`src/rtl/pipe_skid_reg.sv`:
```
// Two-entry pipeline register (main + skid) with registered outputs, synchronous
// flush and a saturating count of entries discarded by flush.
module pipe_skid_reg #(
  parameter int unsigned DATA_W      = 152,
  parameter int unsigned ZERO_BUBBLE = 1,
  parameter int unsigned CNT_W       = 8
) (
  input  logic              clk,
  input  logic              rst,
  input  logic              flush,
  input  logic              in_valid,
  output logic              in_ready,
  input  logic [DATA_W-1:0] in_data,
  output logic              out_valid,
  input  logic              out_ready,
  output logic [DATA_W-1:0] out_data,
  output logic [1:0]        occupancy,
  output logic [CNT_W-1:0]  drop_cnt
);

  localparam logic [1:0] ST_EMPTY = 2'd0;
  localparam logic [1:0] ST_ONE   = 2'd1;
  localparam logic [1:0] ST_FULL  = 2'd2;

  localparam int unsigned    SUM_W   = CNT_W + 2;
  localparam logic [SUM_W-1:0] CNT_MAX = {2'b00, {CNT_W{1'b1}}};

  logic [1:0]        state_q, state_d;
  logic [DATA_W-1:0] main_q, main_d;
  logic [DATA_W-1:0] skid_q, skid_d;
  logic [CNT_W-1:0]  drop_q, drop_d;

  logic              main_valid;
  logic              skid_valid;
  logic              accept;
  logic              pop;
  logic [1:0]        n_drop;
  logic [SUM_W-1:0]  drop_sum;

  assign main_valid = (state_q == ST_ONE) || (state_q == ST_FULL);
  assign skid_valid = (state_q == ST_FULL);

  // Ready is a function of held state only, so no path from out_ready to in_ready.
  assign in_ready  = rst & ~skid_valid;
  assign accept    = in_valid & in_ready;
  assign pop       = main_valid & out_ready;

  assign out_valid = main_valid;
  assign out_data  = main_q;
  assign occupancy = {1'b0, main_valid} + {1'b0, skid_valid};
  assign drop_cnt  = drop_q;

  // Entries lost to a flush: held ones not popped this cycle plus any same-cycle accept.
  assign n_drop   = {1'b0, main_valid & ~pop} + {1'b0, skid_valid} + {1'b0, accept};
  assign drop_sum = {2'b00, drop_q} + SUM_W'(n_drop);

  always_comb begin
    state_d = state_q;
    main_d  = main_q;
    skid_d  = skid_q;
    drop_d  = drop_q;
    if (flush) begin
      state_d = ST_EMPTY;
      drop_d  = (drop_sum > CNT_MAX) ? {CNT_W{1'b1}} : CNT_W'(drop_sum);
      if (ZERO_BUBBLE != 0) begin
        main_d = '0;
        skid_d = '0;
      end
    end else begin
      case (state_q)
        ST_EMPTY: begin
          if (accept) begin
            main_d  = in_data;
            state_d = ST_ONE;
          end
        end
        ST_ONE: begin
          if (accept && pop) begin
            main_d = in_data;
          end else if (accept) begin
            skid_d  = in_data;
            state_d = ST_FULL;
          end else if (pop) begin
            state_d = ST_EMPTY;
            if (ZERO_BUBBLE != 0) main_d = '0;
          end
        end
        ST_FULL: begin
          if (pop) begin
            main_d  = skid_q;
            state_d = ST_ONE;
            if (ZERO_BUBBLE != 0) skid_d = '0;
          end
        end
        default: begin
          // Unreachable encoding: holds until the next flush returns it to EMPTY.
          state_d = state_q;
        end
      endcase
    end
  end

  always_ff @(posedge clk or negedge rst) begin
    if (!rst) begin
      state_q <= ST_EMPTY;
      main_q  <= '0;
      skid_q  <= '0;
      drop_q  <= '0;
    end else begin
      state_q <= state_d;
      main_q  <= main_d;
      skid_q  <= skid_d;
      drop_q  <= drop_d;
    end
  end

endmodule

```
`config.mk`:
```
export PLATFORM = sky130hd
export DESIGN_NAME = pipe_skid_reg
export DESIGN_NICKNAME = d
export VERILOG_FILES = /design/src/rtl/pipe_skid_reg.sv
export SDC_FILE = /design/constraint.sdc
export NUM_CORES = 1
export LEC_CHECK = 0
export CAP_MARGIN = 20
export CELL_PAD_IN_SITES_DETAIL_PLACEMENT = 0
export CELL_PAD_IN_SITES_GLOBAL_PLACEMENT = 1
export CORE_ASPECT_RATIO = 1.1
export CORE_MARGIN = 4
export CORE_UTILIZATION = 41
export DETAILED_ROUTE_END_ITERATION = 8
export GPL_TIMING_DRIVEN = 0
export PLACE_DENSITY_LB_ADDON = 0.1
export SLEW_MARGIN = 20
export SYNTH_ARGS = -nofsm -noshare
export SYNTH_HDL_FRONTEND = slang
export SYNTH_SLANG_ARGS = --single-unit
```
`constraint.sdc`:
```
create_clock -name clk -period 3.8 [get_ports clk]
set_input_delay 0.38 -clock clk [delete_from_list [all_inputs] [get_ports clk]]
set_output_delay 0.38 -clock clk [all_outputs]
set_load 0.05 [all_outputs]
```
==> impl.org, run 1 <==
** Outcome
- Status :: finished, final reports clean

** Logic synthesis
- Mean cell area of the mapped netlist :: 9.51 sq um
- Unique cell type count in the Yosys netlist :: 39
- Post-synth design cell area :: roughly 0.014 sq mm
- The largest total area in the synthesized netlist belongs to sky130_fd_sc_hd__dfrtp_1.
- Largest cells by area after synthesis :: sky130_fd_sc_hd__dfrtp_1 57%, sky130_fd_sc_hd__a221oi_1 9.7%, sky130_fd_sc_hd__nand2_1 8.6%, sky130_fd_sc_hd__nor3_1 5.6%, sky130_fd_sc_hd__nor2_1 4.4%
- Register area share after synthesis :: between 50% and 60%
- Counting every instance in the synthesized netlist gives between 1,000 and 1,500.
- Portion of synthesized cell area occupied by the leading cell type :: a little under three fifths
- Net count after synthesis :: ~1,600
- Count of synthesis-stage warnings from yosys :: 0
- Synthesized flop and latch total :: approximately 310

** Worst setup path
- The worst setup path is captured at a flop.
- Along the worst path, the maximum fanout reaches 87.
- Measured in cells, the most critical reg-to-reg path has a length of 11.
- The worst setup path is of the input pin to flop kind.
- Worst EP required :: 4.22 ns
- The worst setup path is launched from an input pin.
- Data arrives at the worst endpoint at ~3.9 ns.

** STA
- The max-slew violation count came to 0.
- Based on the critical path, the design can be clocked at up to roughly 290 MHz.
- Fin crit share :: ~92%
- The routed design could run at a clock period as short as about 3.5 ns.
- Post-Route Setup TNS :: 0 ns
- Setup repair after global routing left no endpoint under its margin.
- Final-layout worst hold slack :: around 0.40 ns
- Between clock sinks in the finished design, the worst skew comes to between 0.01 and 0.015 ns.
- Final count of hold timing violations :: 0
- At the pin with the least slew margin, the transition time is 0.962 ns.
- Final Setup Violations :: 0
- In this run the tightest slew margin relative to its limit is between 30 and 40%.

** Power and ir drop
- Fraction of power consumed by combinational cells :: between 40 and 50%
- Clk network pwr share :: approximately a fifth
- The worst-case IR drop observed on VDD is 0.543 mV.
- Reg power frac :: 30.3%
- The analysis attributes to cell leakage a power of approximately 7.9 nW.
- NetSw :: 7.28 mW
- P per Cell Area :: approximately 870 mW/mm^2
- The internal portion of the total power is 8.86 mW.
- Net switching is roughly 45% of the power.

** Placement
- Buffers placed on the I/O ports in this run total 320.
- Post-placement cell area :: roughly 0.017 sq mm
- Once detailed placement completed, the half-perimeter wirelength came to between 20 and 30 mm.
- Final GP Congestion :: roughly 0.82

** Run
- Count of max-cap constraint violations :: 0

** CTS
- Clock tree buffer depth :: 3
- After clock tree synthesis, the setup repair step added 0 buffers.
- The number of gates resized after CTS was 0.
- Number of clock buffers inserted by TritonCTS :: 35
- After clock tree synthesis, the flow added hold-fix buffers numbering 1.
- Clock Tree Root :: sky130_fd_sc_hd__clkbuf_16
- Clock net sink count :: between 300 and 400
- In this run the number of H-tree levels came out at 2.
- Clock-pin slew was measured on the worst setup and hold paths at roughly 0.060 ns.
- TritonCTS built the clock tree.
- Clock latency on the worst-skew pair, taken at its later pin, is around 0.52 ns.

** Drt
- Final routed wire length divided by cell count :: 19.1 um
- Wires add up to between 40 and 50 mm.
- Count of vias placed by the detailed router :: 12,200
- Count of TritonRoute iterations in the first routing pass :: 5
- Residual DRC :: 0
- Dividing the detail-routed via count by the number of cells gives approximately 5.4.
- Remaining antenna violation count :: 0
- For this block, the initial DRC count from the detailed router was 631.

** Global route
- Global routing used between 20 and 25% of the available tracks across all layers.
- Entering global routing, the biggest net connects a little under 100 pins.
- First-pass GRT wire length :: slightly below 70 mm
- The number of global-route vias before repair is 12,400.
- The initial antenna violation count is 7.
- For this run the aggregate overflow at the end of global routing stands at 0.

** Floorplan
- The core region is 0.0326 sq mm.
- The die covers around 0.036 sq mm.
- From left edge to right edge, the die measures 182 um.
- Initial cell density of the core :: approximately two fifths
- Standard-cell rows :: 69
- Vertical die dimension :: about 200 um
- IO Pins :: approximately 320

** Cells and area
- Filler instances :: slightly below 3,000
- The library cell used most frequently in the layout, excluding fill and tap cells, is sky130_fd_sc_hd__clkdlybuf4s50_1.
- The area growth from synthesis to layout is 36.2%.
- The multi-input combinational cells in the finished layout cover a total of 0.00508 sq mm.
- Total number of nets in the final design :: 1,963
- Register Area :: 0.00786 sq mm
- Final non-filler cell area :: between 0.015 and 0.02 sq mm
- In the layout the commonest cells are 319 x sky130_fd_sc_hd__clkdlybuf4s50_1, 314 x sky130_fd_sc_hd__dfrtp_1, 313 x sky130_fd_sc_hd__nand2_1, 159 x sky130_fd_sc_hd__nor2_1, 154 x sky130_fd_sc_hd__nor3_1.
- In the final layout, the share of cells above drive strength 1 is approximately 6.4%.

** Hold path
- Worst hold path type :: input pin to async pin
-- Yosys cell counts, drive strengths merged --
cell and count:
o221ai 1, and3 1, xnor2 2, a31oi 1, o221a 1, or3 2, and2 1, nor2 159
ha 7, o21a 1, nand3 2, a221oi 153, clkbuf 83, xor2 1, buf 52, nand2b 3
and4b 1, a21bo 2, o22a 1, inv 7, nor2b 5, o21ai 155, fa 1, nor4b 1
and3b 1, nand2 313, dfrtp 314, a21o 2, o31ai 1, a21oi 7, mux2 1, a41oi 1
nor3 154
-- registers in the layout, summed over array words and instances (netlist names) --
signal    cells
drop_cnt      8
skid_q      152
out_data    152
state_q       2
-- metal layers --
layer | vias up | track usage [%] | part of all wire (%)
met2 | 388 | 37.1 | 48
met4 | 6 | 7.12 | 2.2
li1 | 5790 | - | -
met5 | - | 0 | 0.095
met3 | 69 | 5.75 | 6.7
met1 | 5982 | 31.4 | 43
-- stage by stage --
stage               instances  total power [mW]  setup WS [ns]  utilization [%]
floorplan                1437              10.1          0.870                -
global placement         2183              12.9         -11.86             53.3
detailed placement       2186              12.9          0.272             53.6
CTS                      2247              16.3          0.238             57.0
global route             2251              17.1         0.0152             57.1
finish                   2251              16.1          0.310             57.1
-- power groups by stage --
stage / combinational, mW / sequential [mW] / clock (mW)
finish: 7.96 / 4.89 / 3.29
global route: 8.53 / 5.01 / 3.52
CTS: 8.01 / 4.90 / 3.37
detailed placement: 7.97 / 4.94 / 0
global placement: 7.92 / 4.93 / 0
floorplan: 2.66 / 7.41 / 0
-- logic make-up (layout without fill, tap and decap cells) --
family / after synthesis / after routing / synth area share [%]
compound gates: 326 / 326 / 16.7
xor+xnor: 3 / 3 / 0.192
fa+ha+maj: 8 / 8 / 0.787
buf+inv: 142 / 526 / 5.37
flops: 314 / 314 / 57.5
mux: 1 / 1 / 0.0824
other cells: 0 / 4 / 0
simple gates: 643 / 643 / 19.4
-- critical path, cell delays in order --
cell	delay, ns
sky130_fd_sc_hd__dlygate4sd3_1	0.56
sky130_fd_sc_hd__buf_8	0.39
sky130_fd_sc_hd__buf_16	0.39
sky130_fd_sc_hd__and3b_1	0.21
sky130_fd_sc_hd__buf_2	0.17
sky130_fd_sc_hd__ha_1	0.19
sky130_fd_sc_hd__inv_1	0.06
sky130_fd_sc_hd__fa_1	0.42
sky130_fd_sc_hd__nand2b_1	0.19
sky130_fd_sc_hd__nor3_1	0.51
sky130_fd_sc_hd__nor2b_1	0.14
sky130_fd_sc_hd__a41oi_1	0.23
-- cell type report --
cell class / count / share of cell area (%)
clock buffers: 56 / 5.68
plain buffers: 135 / 3.80
multi-input cells: 981 / 27.3
clock inverters: 4 / 0.242
repair buffers: 324 / 17.7
flip-flops and latches: 314 / 42.2
well taps: 426 / 2.86
diodes: 4 / 0.0538
inverters: 7 / 0.141
-- path summary, 6_finish.rpt --
kind	startpoint	endpoint	slack (ns)
setup / recovery	rst	drop_cnt[4]$_DFFE_PN0P_	0.31
hold / removal	rst	out_data[34]$_DFFE_PN0P_	0.40
setup reg to reg	state_q[1]$_DFFE_PN0P_	drop_cnt[4]$_DFFE_PN0P_	0.64
hold reg to reg	skid_q[14]$_DFFE_PN0P_	skid_q[14]$_DFFE_PN0P_	0.48
max in group asynchronous	rst	out_data[125]$_DFFE_PN0P_	2.50
min in group clk	in_data[2]	skid_q[2]$_DFFE_PN0P_	0.44
Note: power is estimated with default switching activity, not from simulation.
==> inputs of run 2 (changes only) <==
Settings changed: CORE_UTILIZATION 41 to 34.
Clock period 3.8 ns to 3.2 ns, I/O delays scaled along.
==> run 2 against run 1 <==
  * Core utilization is 8.9 points lower
  * Hold slack worse by 0.026 ns
  * First-iteration DRC count is 17% higher
  * Clock power up 26%
  * Critical endpoint is now out_data[55]$_DFFE_PN0P_
==> impl.org, run 2 (synthesis results as in run 1) <==
** STA
- Unrepaired setup endpoints after global routing: no (unchanged).
- The worst-case clock skew came to 0.0156 ns (was 0.0139 ns).
- Worst relative slew slack :: 39.0% (was 35.9%)
- The number of setup violations in the final report was 0 (unchanged).
- Max Clk Rate :: between 300 and 400 MHz
- The final hold violation count came to 0 (unchanged).
- Transition time at the pin with the least slew margin :: 0.912 ns (was 0.962 ns)
- Max Slew Vio Count :: 0 (unchanged)
- Final-layout worst hold slack :: 0.372 ns (was 0.398 ns)
- Dividing the final minimum period by the clock period gives 91.4%.
- Worst setup margin :: 0.274 ns (was 0.310 ns)
- The smallest clock period supported by the final layout is computed as 2.93 ns.

** Power and ir drop
- Cell internal pwr :: 10.7 mW (was 8.86 mW)
- The leakage power figure was 8.10 nW (was 7.95 nW).
- The maximum vdd drop is 0.536 mV (was 0.543 mV).
- The part of the power in combinational logic is 48.8% (was 49.3%).
- Clk network pwr share :: 21.3% (was 20.4%)
- NetSw :: 8.76 mW (was 7.28 mW)
- The share of total power consumed by net switching was 45.0% (was 45.1%).
- Reg power frac :: 29.9% (was 30.3%)
- The power density over cell area was 1020 mW/mm^2 (was 867 mW/mm^2).

** Floorplan
- The number of core rows came to 76 (was 69).
- Core ar. :: 0.0395 sq mm (was 0.0326 sq mm)
- The starting density of the core came to 34.6% (was 41.9%).
- The overall die area came to 0.0435 sq mm (was 0.0363 sq mm).
- Vertical die dimension :: 218 um (was 200 um)
- The die extent in x was 199 um (was 182 um).
- The count of pins on the block boundary is 321 (unchanged).

** Drt
- The total wirelength of the detailed-routed design was 46.3 mm (was 43.0 mm).
- The number of detailed-route iterations in the first pass is 6 (was 5).
- The wire length per cell came to 19.8 um (was 19.1 um).
- The via count was 12,300 (was 12,200).
- Via density per instance :: 5.23 (was 5.44)
- The remaining antenna violation count after routing was 0 (unchanged).
- The iteration-0 DRC count of the detailed router came to 739 (was 631).
- The final routed DRC violation total was 0 (unchanged).

** CTS
- The source-to-sink clock delay at the later pin of the worst-skew pair came to 0.52 ns (about the same).
- Number of clock buffers inserted by TritonCTS :: 38 (was 35)
- Number of H-tree levels :: 2 (unchanged)
- CTS clock-pin slew for the worst setup and hold paths :: 0.06 ns (about the same)
- The clock tree from TritonCTS was built (unchanged).
- Post-CTS Setup Repair Bufs :: 0 (unchanged)
- The total number of clock tree sinks is 314 (unchanged).
- The root cell of the clock tree is sky130_fd_sc_hd__clkbuf_16 (unchanged).
- Clock tree buffer depth :: 3 (unchanged)

** Worst setup path
- CP max FO :: 10 (was 87)
- Worst EP required :: 3.63 ns (was 4.22 ns)
- Worst reg-to-reg setup slack :: 0.27 ns (was 0.64 ns)
- Crit-path cells: inv_1 -> ha_1 -> and2_1 -> buf_2 -> clkbuf_1 -> clkbuf_1 -> a221oi_1 -> nor3_1 (was dlygate4sd3_1 -> buf_8 -> buf_16 -> and3b_1 -> buf_2 -> ha_1 -> inv_1 -> fa_1 -> nand2b_1 -> nor3_1 -> nor2b_1 -> a41oi_1).
- The logic depth of the worst register-to-register path is 8 (was 11).
- Worst R2R End :: out_data[55]$_DFFE_PN0P_ (was drop_cnt[4]$_DFFE_PN0P_)
- Signal arrival time at the worst endpoint :: 3.36 ns (was 3.91 ns)
- Type of the setup path with the least slack :: flop to flop (was input pin to flop)
- The cell with the biggest individual delay on the critical path is sky130_fd_sc_hd__clkbuf_1 (was sky130_fd_sc_hd__dlygate4sd3_1).
- Worst reg2reg startpoint :: state_q[1]$_DFFE_PN0P_ (unchanged)
- Most frequent cell on the critical path :: sky130_fd_sc_hd__clkbuf_1
- The endpoint type of the worst setup path is a flop (unchanged).
- CP startpoint kind :: flop (was input pin)
- The biggest cell delay along the critical path was 0.59 ns (was 0.56 ns).

** Hold path
- In this run the most critical hold path is launched from in_data[1].
- For hold timing, the worst endpoint is skid_q[1]$_DFFE_PN0P_.
- Cell count of the worst hold path :: 3
- Worst hold path type :: input pin to flop (was input pin to async pin)

** Cells and area
- The cell area after layout is 0.0190 sq mm (was 0.0186 sq mm).
- Total number of nets in the final design :: 1,975 (was 1,963)
- Leading cell types in the layout, fill and taps excluded :: 319 x sky130_fd_sc_hd__clkdlybuf4s50_1, 314 x sky130_fd_sc_hd__dfrtp_1, 313 x sky130_fd_sc_hd__nand2_1, 159 x sky130_fd_sc_hd__nor2_1, 153 x sky130_fd_sc_hd__nor3_1 (was 319 x sky130_fd_sc_hd__clkdlybuf4s50_1, 314 x sky130_fd_sc_hd__dfrtp_1, 313 x sky130_fd_sc_hd__nand2_1, 159 x sky130_fd_sc_hd__nor2_1, 154 x sky130_fd_sc_hd__nor3_1)
- Final cell count without fillers :: 2,342 (was 2,251)
- The most common library cell in the layout ignoring fill and taps was sky130_fd_sc_hd__clkdlybuf4s50_1 (unchanged).
- The layout overhead on the synthesized area is 39.1% (was 36.2%).
- The post-route core utilization was 48.2% (was 57.1%).
- Filler instances :: 3,770 (was 2,949)
- Share of post-route cells with drive strength above 1 :: 7.10% (was 6.37%)

** Global route
- The largest net degree at the start of global routing came to 89 (was 97).
- Global route total overflow :: 0 (unchanged)
- Number of antenna violations at the first check in global routing :: 11 (was 7)
- The first-pass GRT wire length was 71.9 mm (was 68.2 mm).
- Global router's overall resource usage :: 20.8% (was 23.2%)
- The number of global-route vias before repair is 12,400 (about the same).

** Outcome
- Status :: finished, final reports clean (unchanged)

** Placement
- Pre-CTS setup slack :: -0.633 ns (was 0.272 ns)
- Post-placement cell count :: 2,267 (was 2,186)
- Estimated wirelength of the detail-placed design :: 32.1 mm (was 29.9 mm)
- The cell area after placement is 0.0176 sq mm (was 0.0175 sq mm).
- The number of I/O port buffers came to 320 (unchanged).
- Final GP Congestion :: 0.789 (was 0.822)

** Run
- Count of max-cap constraint violations :: 0 (unchanged)
## run 2: cell count changes in the layout (fill, tap and decap cells not counted), moves of 2 or more
cell and change:
sky130_fd_sc_hd__clkbuf_8 +3, sky130_fd_sc_hd__clkbuf_1 -6, sky130_fd_sc_hd__dlygate4sd3_1 +2, sky130_fd_sc_hd__clkbuf_16 +3, sky130_fd_sc_hd__buf_16 +5
## run 2: power groups by stage
stage | clock network (mW) | logic (mW) | registers [mW]
after floorplan | 0 | 3.16 | 8.80
after global placement | 0 | 9.50 | 5.88
after detailed placement | 0 | 9.53 | 5.88
after CTS | 4.26 | 9.60 | 5.83
after global routing | 4.43 | 10.2 | 5.98
final | 4.14 | 9.51 | 5.82
## run 2: how the worst max path moves through the flow
| stage | from | endpoint | slack, ns |
|---|---|---|---|
| finish | state_q[1]$_DFFE_PN0P_ | out_data[55]$_DFFE_PN0P_ | 0.27 |
| global route | state_q[1]$_DFFE_PN0P_ | out_data[17]$_DFFE_PN0P_ | 0.05 |
| CTS | rst | drop_cnt[4]$_DFFE_PN0P_ | 0.02 |
| detailed placement | rst | drop_cnt[4]$_DFFE_PN0P_ | -0.63 |
| global placement | rst | out_data[114]$_DFFE_PN0P_ | -12.88 |
| floorplan | state_q[0]$_DFFE_PN0P_ | drop_cnt[4]$_DFFE_PN0P_ | 0.27 |
## run 2: critical path: cells and delay by family (launching register included)
kind                     cells  cell delay (ns)
flip-flops                   1             0.42
adder cells (fa/ha/maj)      1             0.42
AND/OR/NAND/NOR              2             0.36
AO/OA/AOI/OAI                1             0.21
buffers and inverters        4             1.42
## run 2: area by class of cell
class / count / area [sq um] / share of cell area (%)
sequential: 314 / 7860 / 41.3
multi-input combinational: 981 / 5080 / 26.7
timing repair buffer: 333 / 3520 / 18.5
clock buffer: 55 / 1130 / 5.92
buffer: 135 / 708 / 3.72
tap: 507 / 634 / 3.34
clock inverter: 5 / 53.8 / 0.283
inverter: 7 / 26.3 / 0.138
antenna: 5 / 12.5 / 0.0658
## run 2: per-layer routing
layer / wire (um) / vias up / track usage (%)
met2: 21500 / 381 / 32.8
li1: - / 5808 / -
met5: 56 / - / 0
met3: 3340 / 71 / 5.38
met1: 20300 / 5987 / 28.7
met4: 1040 / 8 / 5.22
## run 2: per-stage QoR
| stage | power [mW] | setup TNS, ns |
|---|---|---|
| finish | 19.5 | 0 |
| global route | 20.6 | 0 |
| CTS | 19.7 | 0 |
| detailed placement | 15.4 | -42.85 |
| global placement | 15.4 | -7815.54 |
| floorplan | 12.0 | 0 |
## run 2: repair_timing
item / CTS / global route
setup endpoints to repair: 1 / 6
gates resized for setup: 0 / 1
cloned: 1 / 1
hold endpoints to repair: 54 / 0
hold buffers: 8 / 0
